<file path="src/rtl/math_pkg.sv">
// Shared constants for the math datapath blocks (adder/subtractor family).
// Latency: n/a (package only).
// Backpressure: n/a (package only).
package math_pkg;

  localparam int MATH_W           = 48;
  localparam int MATH_SUB_LAT     = 2;
  localparam int MATH_SUB_SAT_LAT = 3;

  // DSP48E1 control words: P = Z - (X + Y + CIN), X = A:B, Y = 0, Z = C
  localparam logic [3:0] ALU_SUB_ZXY = 4'b0011;
  localparam logic [6:0] OPM_C_AB    = 7'b0110011;
  // A and B taken straight from their input registers, no pre-adder
  localparam logic [4:0] INM_A_B     = 5'b00000;

endpackage

</file>
<file path="src/rtl/math_sub_split_stage.sv">
// One registered N-bit subtract with borrow-in, result {borrow_out, diff}.
// Latency: 1 enabled cycle.
// Backpressure: none; ena=0 holds the register, rst clears it (rst wins).
module math_sub_split_stage #(
  parameter int N = 24
) (
  input  logic         clk,
  input  logic         rst,
  input  logic         ena,
  input  logic [N-1:0] a,
  input  logic [N-1:0] b,
  input  logic         bin,
  output logic [N:0]   d
);

  // Extending both operands by one zero bit makes d[N] the borrow out.
  always_ff @(posedge clk) begin
    if (rst) begin
      d <= '0;
    end else if (ena) begin
      d <= {1'b0, a} - {1'b0, b} - {{N{1'b0}}, bin};
    end
  end

endmodule

</file>
<file path="src/rtl/math_sub_48.sv">
// 48-bit unsigned subtractor dout = {borrow, dina - dinb}; DSP48E1 style or fabric split-carry.
// Latency: 2 enabled cycles (3 with MATH_SUB_48_SAT_EN, which also clamps the difference to 0 on borrow).
// Backpressure: none; ena=0 freezes every stage including the valid pipe, rst clears all (rst wins).
module math_sub_48
  import math_pkg::*;
#(
  parameter int USE_FABRIC = 0
) (
  input  logic              clk,
  input  logic              rst,
  input  logic              ena,
  input  logic              in_valid,
  input  logic [MATH_W-1:0] dina,
  input  logic [MATH_W-1:0] dinb,
  output logic              out_valid,
  output logic [MATH_W:0]   dout
);

`ifdef MATH_SUB_48_SAT_EN
  localparam int LAT = MATH_SUB_SAT_LAT;
`else
  localparam int LAT = MATH_SUB_LAT;
`endif

  // Two-stage difference {borrow, diff}, registered in both implementations
  logic [MATH_W:0] diff_q;

  generate
    if (USE_FABRIC != 0) begin : g_fabric
      localparam int H = MATH_W / 2;

      logic [H:0]   lo_q;
      logic [H:0]   hi_q;
      logic [H-1:0] a_hi_q;
      logic [H-1:0] b_hi_q;
      logic [H-1:0] lo_dly_q;

      // Low half subtracts first; its borrow feeds the high half one cycle later.
      math_sub_split_stage #(.N(H)) u_lo (
        .clk (clk),
        .rst (rst),
        .ena (ena),
        .a   (dina[H-1:0]),
        .b   (dinb[H-1:0]),
        .bin (1'b0),
        .d   (lo_q)
      );

      // Hold the upper operand halves so they line up with the low-half borrow.
      always_ff @(posedge clk) begin
        if (rst) begin
          a_hi_q <= '0;
          b_hi_q <= '0;
        end else if (ena) begin
          a_hi_q <= dina[MATH_W-1:H];
          b_hi_q <= dinb[MATH_W-1:H];
        end
      end

      math_sub_split_stage #(.N(H)) u_hi (
        .clk (clk),
        .rst (rst),
        .ena (ena),
        .a   (a_hi_q),
        .b   (b_hi_q),
        .bin (lo_q[H]),
        .d   (hi_q)
      );

      // Delay the low-half result so both halves leave together.
      always_ff @(posedge clk) begin
        if (rst) begin
          lo_dly_q <= '0;
        end else if (ena) begin
          lo_dly_q <= lo_q[H-1:0];
        end
      end

      assign diff_q = {hi_q, lo_dly_q};

    end else begin : g_dsp
      // Behavioural DSP48E1 slice: AREG=BREG=CREG=1, MREG=0, PREG=1.
      logic [29:0]       a_q;
      logic [17:0]       b_q;
      logic [MATH_W-1:0] c_q;
      logic [MATH_W-1:0] x_mux;
      logic [MATH_W-1:0] z_mux;
      logic [MATH_W:0]   alu_sum;
      logic [MATH_W-1:0] p_q;
      logic              borrow_q;

      // Input registers: subtrahend on A:B, minuend on C.
      always_ff @(posedge clk) begin
        if (rst) begin
          a_q <= '0;
          b_q <= '0;
          c_q <= '0;
        end else if (ena) begin
          a_q <= dinb[MATH_W-1:18];
          b_q <= dinb[17:0];
          c_q <= dina;
        end
      end

      // Fixed control words select X=A:B, Y=0, Z=C; CARRYIN is tied low.
      always_comb begin
        x_mux = '0;
        z_mux = '0;
        if (OPM_C_AB[1:0] == 2'b11 && INM_A_B == 5'b00000) x_mux = {a_q, b_q};
        if (OPM_C_AB[6:4] == 3'b011) z_mux = c_q;
        if (ALU_SUB_ZXY == 4'b0011) begin
          // Z - X computed as Z + ~X + 1; carry out is high when no borrow occurs
          alu_sum = {1'b0, z_mux} + {1'b0, ~x_mux} + {{MATH_W{1'b0}}, 1'b1};
        end else begin
          alu_sum = {1'b0, z_mux} + {1'b0, x_mux};
        end
      end

      // P register; CARRYOUT[3] is inverted before storage so reset reads as no borrow.
      always_ff @(posedge clk) begin
        if (rst) begin
          p_q      <= '0;
          borrow_q <= 1'b0;
        end else if (ena) begin
          p_q      <= alu_sum[MATH_W-1:0];
          borrow_q <= ~alu_sum[MATH_W];
        end
      end

      assign diff_q = {borrow_q, p_q};
    end
  endgenerate

`ifdef MATH_SUB_48_SAT_EN
  // Extra output stage: clamp the magnitude to zero whenever the result borrowed.
  always_ff @(posedge clk) begin
    if (rst) begin
      dout <= '0;
    end else if (ena) begin
      dout <= diff_q[MATH_W] ? {1'b1, {MATH_W{1'b0}}} : diff_q;
    end
  end
`else
  assign dout = diff_q;
`endif

  // Valid shift register tracks the data latency and stalls with it.
  logic [LAT-1:0] vld_pipe;

  always_ff @(posedge clk) begin
    if (rst) begin
      vld_pipe <= '0;
    end else if (ena) begin
      vld_pipe <= {vld_pipe[LAT-2:0], in_valid};
    end
  end

  assign out_valid = vld_pipe[LAT-1];

endmodule
</file>
<file path="config.mk">
export PLATFORM = sky130hd
export DESIGN_NAME = math_sub_48
export DESIGN_NICKNAME = d
export VERILOG_FILES = /design/src/rtl/math_pkg.sv /design/src/rtl/math_sub_split_stage.sv /design/src/rtl/math_sub_48.sv
export SDC_FILE = /design/constraint.sdc
export NUM_CORES = 1
export LEC_CHECK = 0
export ABC_AREA = 1
export CELL_PAD_IN_SITES_DETAIL_PLACEMENT = 1
export CELL_PAD_IN_SITES_GLOBAL_PLACEMENT = 2
export CORE_ASPECT_RATIO = 0.6
export CORE_MARGIN = 2
export CORE_UTILIZATION = 31
export DETAILED_ROUTE_END_ITERATION = 8
export HOLD_SLACK_MARGIN = 0.02
export MAX_ROUTING_LAYER = met4
export PLACE_DENSITY_LB_ADDON = 0.25
export SYNTH_ARGS = -nofsm -noshare
export SYNTH_HDL_FRONTEND = slang
export SYNTH_SLANG_ARGS = --single-unit
export TNS_END_PERCENT = 50
</file>
<file path="constraint.sdc">
create_clock -name clk -period 5.7 [get_ports clk]
set_input_delay 1.14 -clock clk [delete_from_list [all_inputs] [get_ports clk]]
set_output_delay 1.14 -clock clk [all_outputs]
set_load 0.03 [all_outputs]
</file>
==> summary.txt, run 1 <==
CP endpoint kind -> flop
Worst Max-Slew Pin Slew -> 953 ps
# IOs -> 150
Worst EP arrival -> 3440 ps
# diodes -> 0
Die ar. -> 0.0319 mm2
First-pass GRT wire length -> 54.0 mm
Hold buffers post-CTS -> 0
Die H -> 139 um
DIE WIDTH -> 229 um
Status -> finished, final reports clean
Synth Register Bits -> 147
Top_reg_cell synth -> dfxtp_1
Crit path buf inv count -> 4
Syn_area_per_cell -> 5.96 um2
Async set-reset flop share out of synthesis -> 0
WP data required -> 6080 ps
R2R depth -> 14
Synth Warn # -> 0
# nets final -> 1,857
Worst path top cell family by delay -> buffers and inverters
Yosys top cell area share -> 0.312
DP Wirelength -> 28.0 mm
Routed wire length per instance -> 16.2 um
Max-cap violations -> 0
Share of cells above drive strength 1 -> 0.0383
Placed Cells -> 2,097
Vias in the first global route -> 9,594
CTS tree -> done
Vias per inst -> 4.61
Combined area of all synthesized cells -> 0.00944 mm2
EDFF count, synth -> 0
WS Path Type -> input port to flop
Via count -> 9,810
Post-route ant nets -> 0
Largest net degree at the start of global routing -> 104
Most frequent cell after synthesis -> nand2_1
Post-Syn Nets -> 1,734
Power density cells -> 296 mW/mm2
Crit path from -> rst
R2r setup slk -> 3050 ps
GR Overflow Total -> 0
Setup Total Neg Slack -> 0 ps
Pins Over Slew Limit -> 0
Hold Fails Final Rpt -> 0
Gr usage total -> 0.227
Non-Filler Instances -> 2,129
DR iter-0 viols -> 654
Worst-path cell chain -> clkdlybuf4s50_1 > buf_4 > inv_2 > buf_4 > o21ai_0 > a21oi_1
First drt pass iteration count -> 6
Relative slew margins -> 0.365
Final WL -> 34.4 mm
Root Driver -> clkbuf_16
Setup Buffers After CTS -> 0
I/O Buffers -> 149
Longest Clk Path Bufs -> 2
CP dominant cell by count -> buf_4
CTS sink cnt -> 147
Fillers -> 3,921
Initial Util -> 0.315
Max Fclk -> 0.326 GHz
Pleak -> 6.10 nW
Critical Path End -> g_dsp.a_q[5]
Routability congestion estimate -> 0.883
Crit-path max cell delay -> 610 ps
Hold Crit Class -> flop to flop
Core area -> 0.0300 mm2
Worst skew pair latency -> 460 ps
RSZ-0062 raised after global routing -> false
Synth unique cells -> 32
Final clock skew -> 14.1 ps
Initial antenna violation count -> 0
R2r endpoint -> g_dsp.borrow_q
Slowest stage cell, crit path -> inv_2
Setup-failing EPs final -> 0
Top cells by count, synth -> nand2_1 (410), inv_1 (316), nor2_1 (259)
Worst-path clk slew -> 60 ps
Min Tclk post-route -> 3060 ps
Cell count after synthesis -> 1,585
RR Startpoint -> g_dsp.b_q[0]
Register area share after synthesis -> 0.312
CTS H-tree depth -> 4
CP startpoint kind -> input port
Fin crit share -> 0.537
VDD IR max -> 0.000224 V
Largest cells by area after synthesis -> dfxtp_1 (31%), nand2_1 (16%), inv_1 (13%), nor2_1 (10%), o21ai_0 (6.9%)
DRC viols -> 0
Synth area leader -> dfxtp_1
CP Depth -> 6
Rows -> 49
CP max FO -> 58
Cts repair resizes -> 0
Area delta synth->final -> 25.5%
Total CTS buffers -> 17
worst min-delay path by stage:
stage             startpoint       endpoint  slack (ps)  cells past startpoint
2_1_floorplan   g_dsp.c_q[0]   g_dsp.c_q[0]         440                      2
3_3_place_gp   g_dsp.a_q[28]  g_dsp.a_q[28]         450                      2
3_5_place_dp   g_dsp.b_q[13]  g_dsp.b_q[13]         460                      2
4_1_cts        g_dsp.b_q[13]  g_dsp.b_q[13]         470                      2
5_1_grt        g_dsp.b_q[13]  g_dsp.b_q[13]         480                      2
6_report        g_dsp.b_q[8]   g_dsp.b_q[8]         460                      2
cell families (layout without fill, tap and decap cells):
kind of cell | count (synthesis) | count (layout) | share of synthesized area
flip-flops | 147 | 147 | 0.312
adder cells (fa/ha/maj) | 49 | 49 | 0.0657
buffers and inverters | 369 | 505 | 0.150
XOR/XNOR | 23 | 23 | 0.0213
AO/OA/AOI/OAI | 226 | 226 | 0.122
AND/OR/NAND/NOR | 771 | 771 | 0.329
worst register-to-register path: stages, from the launching register on:
cell and delay, ps:
dfxtp_1 330, ha_1 260, fa_1 440, inv_1 160
nand3_1 90, nand3_1 220, nand2_1 110, nand2_2 120
nand2_1 60, nand2_1 110, nand2_1 60, nand2_1 240
nand2_1 90, nand2_1 150, a21oi_1 80
metrics by stage:
stage | setup WS, ps | utilization | instance area (um2) | hold slack [ps] | power [mW]
6_report | 2640 | 0.395 | 11900 | 464 | 3.51
5_1_grt | 2400 | 0.395 | 11900 | 482 | 3.72
4_1_cts | 2620 | 0.395 | 11900 | 468 | 3.53
3_5_place_dp | 2210 | 0.376 | 11300 | 459 | 2.38
3_3_place_gp | 2280 | 0.376 | 11300 | 453 | 2.37
2_1_floorplan | 3550 | - | 9440 | 437 | 1.91
sequential cells by signal (all words and copies together), names as in the netlist:
name,cells
g_dsp.a_q,30
g_dsp.b_q,18
g_dsp.borrow_q,1
g_dsp.c_q,48
g_dsp.p_q,48
vld_pipe,2
final cells by class:
type                            count  area, um2  area share
Clock buffer                       23        478      0.0403
Clock inverter                      9        104     0.00876
Inverter                          320       1200       0.102
Multi-Input combinational cell   1069       5080       0.429
Sequential cell                   147       2940       0.248
Tap cell                          408        510      0.0431
Timing Repair Buffer              153       1530       0.129
cell usage in the layout (no fill, tap or decap), types with 3 or more instances in the layout:
master and n:
a21oi_1 86, buf_4 4, clkbuf_1 3, clkbuf_16 17, clkbuf_8 3, clkdlybuf4s50_1 148
clkinv_2 4, dfxtp_1 147, ha_1 48, inv_1 314, inv_2 5, nand2_1 410
nand2_2 6, nand3_1 55, nand3_2 4, nand4_1 14, nor2_1 259, nor2_2 12
nor3_1 3, o21ai_0 130, o21bai_1 4, xnor2_1 4, xor2_1 19
per-layer routing:
metal | GRT usage | part of all wire
met5 | - | 0
met4 | 0.0465 | 0.0090
met3 | 0.0481 | 0.051
met2 | 0.278 | 0.35
met1 | 0.363 | 0.59
where the power goes:
| part | switching, mW | internal [mW] | leakage, nW |
|---|---|---|---|
| Sequential | 0.0465 | 1.12 | 1.22 |
| Combinational | 0.809 | 0.405 | 4.59 |
| Clock | 0.456 | 0.676 | 0.283 |
(Power assumes the default switching activity.)
==> run 2: changes to the inputs <==
--- a/config.mk
+++ b/config.mk
@@ -10,7 +10,7 @@
 export CELL_PAD_IN_SITES_GLOBAL_PLACEMENT = 2
 export CORE_ASPECT_RATIO = 0.6
 export CORE_MARGIN = 2
-export CORE_UTILIZATION = 31
+export CORE_UTILIZATION = 28
 export DETAILED_ROUTE_END_ITERATION = 8
 export HOLD_SLACK_MARGIN = 0.02
 export MAX_ROUTING_LAYER = met4
==> constraint.sdc (replaced) <==
create_clock -name clk -period 2.9 [get_ports clk]
set_input_delay 0.58 -clock clk [delete_from_list [all_inputs] [get_ports clk]]
set_output_delay 0.58 -clock clk [all_outputs]
set_load 0.03 [all_outputs]
==> run 2 against run 1 <==
Compared with the run above: hold slack worse by 1.1 ps; sequential share of layout area decreased by 0.16 points; routed wire length is 8.7% higher; core utilization decreased by 3.9 points; clock skew is essentially flat; sequential cell count unchanged; worst setup slack got worse by 2300 ps.
==> summary.txt, run 2 (synthesis results as in run 1) <==
Cts repair resizes -> 0 (unchanged)
GR Overflow Total -> 0 (unchanged)
CTS tree -> done
Pleak -> 6.12 nW (+0.28%)
WS Path Type -> flop to flop
Fin Hold WS -> 463 ps (-1.15 ps)
Max Fclk -> 0.386 GHz
Worst skew pair latency -> 460 ps (about the same)
Longest Clk Path Bufs -> 2 (unchanged)
Hold buffers post-CTS -> 0 (unchanged)
I/O Buffers -> 149 (unchanged)
Total CTS buffers -> 17 (unchanged)
Gr usage total -> 0.224 (-0.00308)
Commonest non-fill, non-tap cell in the layout -> nand2_1
CP max FO -> 5 (-91%)
CP startpoint kind -> flop
Fin area -> 0.0119 mm2 (+0.66%)
Worst-path clk slew -> 70 ps (about the same)
Vias per inst -> 4.57 (-0.91%)
Combinational cell fraction of total power -> 0.351 (+0.005)
First-pass GRT wire length -> 57.1 mm (+5.7%)
Vias in the first global route -> 9,718 (+1.3%)
Total Power -> 6.89 mW (+96%)
Largest net degree at the start of global routing -> 83 (-20%)
Placed Cells -> 2,152 (+2.6%)
Setup-failing EPs final -> 0 (unchanged)
Post-route ant nets -> 0 (unchanged)
Sequential Power Share -> 0.334 (+0.002)
Fillers -> 4,443 (+13%)
# nets final -> 1,861 (+0.22%)
DR iter-0 viols -> 598 (-8.6%)
CTS H-tree depth -> 4 (unchanged)
First drt pass iteration count -> 5 (-1)
Worst Max-Slew Pin Slew -> 636 ps (-317 ps)
Slowest stage cell, crit path -> ha_1
Worst-path cell chain -> inv_1 > ha_1 > nand2_1 > nor2_1 > inv_1 > nor2_1 > inv_1 > nor3_1 > nand2_1 > nand3_1 > nand2_1 > nor2_1 > nor2_1
Max-cap violations -> 0 (unchanged)
NetSw -> 2.66 mW (+100%)
Hold Crit Depth -> 2 (unchanged)
Pins Over Slew Limit -> 0 (unchanged)
Share of cells above drive strength 1 -> 0.0406 (+0.00225)
Setup Buffers After CTS -> 0 (unchanged)
CP endpoint kind -> flop
CTS sink cnt -> 147 (unchanged)
Via count -> 9,967 (+1.6%)
Die H -> 146 um (+5.1%)
RR Startpoint -> g_dsp.a_q[18]
Hold Crit Class -> flop to flop
Largest registers -> g_dsp.c_q (48), g_dsp.p_q (48), g_dsp.a_q (30)
Int Pwr -> 4.23 mW (+93%)
R2r setup slk -> 310 ps (-2740 ps)
WP data required -> 3230 ps (-2850 ps)
DRC viols -> 0 (unchanged)
R2R depth -> 13 (-1)
Initial antenna violation count -> 0 (unchanged)
# diodes -> 0 (unchanged)
Non-Filler Instances -> 2,183 (+2.5%)
Rows -> 52 (+6.1%)
Commonest cells after routing, fill and taps aside -> nand2_1 (410), inv_1 (314), nor2_1 (259)
Hold Path End -> g_dsp.a_q[14]
Area delta synth->final -> 26.4%
Setup Total Neg Slack -> 0 ps (unchanged)
Relative slew margins -> 0.576 (+0.211)
Switching share of power -> 0.385 (+0.0118)
# IOs -> 150 (unchanged)
Core area -> 0.0334 mm2 (+12%)
Final WL -> 37.4 mm (+8.7%)
DP Wirelength -> 30.5 mm (+9.1%)
Placed cell areas -> 0.0114 mm2 (+0.94%)
RSZ-0062 raised after global routing -> false
Worst EP arrival -> 2930 ps (-510 ps)
CP dominant cell by count -> nor2_1
Die ar. -> 0.0352 mm2 (+10%)
Crit-path max cell delay -> 530 ps (-80 ps)
Min-delay src -> g_dsp.a_q[14]
Routability congestion estimate -> 0.922 (+4.4%)
Status -> finished, final reports clean
Fin crit share -> 0.894
DIE WIDTH -> 241 um (+5.1%)
VDD IR max -> 0.000454 V (+100%)
Routed wire length per instance -> 17.1 um (+6.0%)
Min Tclk post-route -> 2590 ps
Initial Util -> 0.282 (-0.0326)
Final clock skew -> 13.7 ps (-0.475 ps)
Root Driver -> clkbuf_16
R2r endpoint -> g_dsp.p_q[39]
Power density cells -> 578 mW/mm2 (+95%)
Hold Fails Final Rpt -> 0 (unchanged)
Clock share of power -> 0.315 (-0.007)
## run 2: cell types whose count changed in the layout (fill, tap and decap cells not counted), sizes merged
cell      change
clkinvlp      -1
bufinv        -1
buf           +4
inv           +1
clkinv        +1
clkbuf        -1
## run 2: through the flow
step | utilization | setup WS (ps)
floorplan | - | 1000
global placement | 0.340 | 484
detailed placement | 0.340 | 452
CTS | 0.357 | 433
global route | 0.357 | 177
finish | 0.357 | 307
## run 2: power groups by stage
stage                     Sequential [mW]  Clock [mW]  Combinational [mW]
final                                2.30        2.17                2.42
after global routing                 2.32        2.32                2.67
after CTS                            2.30        2.24                2.40
after detailed placement             2.35           0                2.39
after global placement               2.34           0                2.36
after floorplan                      2.46           0                1.30
## run 2: final cells by class
cell class | count | area (um2) | share of cell area
well taps | 459 | 574 | 0.0481
multi-input cells | 1069 | 5080 | 0.426
flip-flops and latches | 147 | 2940 | 0.247
clock inverters | 9 | 80.1 | 0.00671
inverters | 320 | 1200 | 0.101
clock buffers | 22 | 474 | 0.0398
repair buffers | 157 | 1570 | 0.132
## run 2: per-layer routing
layer	vias up	global-route usage	routed length, um
li1	5058	-	-
met1	4654	0.369	22000
met2	231	0.267	13000
met3	24	0.0367	2070
met4	0	0.0552	387
met5	-	-	0
## run 2: worst max-delay path by stage
stage,slack (ps),start,cells past startpoint,endpoint
floorplan,1000,g_dsp.c_q[0],15,g_dsp.p_q[32]
global placement,480,g_dsp.a_q[18],11,g_dsp.p_q[37]
detailed placement,450,g_dsp.a_q[18],13,g_dsp.p_q[39]
CTS,430,g_dsp.a_q[18],13,g_dsp.p_q[39]
global route,180,g_dsp.a_q[18],13,g_dsp.p_q[39]
finish,310,g_dsp.a_q[18],13,g_dsp.p_q[39]
## run 2: critical path: cells and delay by family (launching register included)
family | cells | cell delay [ps]
DFF | 1 | 310
and+or+nand+nor | 9 | 1380
buffers and inverters | 3 | 240
adders and majority gates | 1 | 530
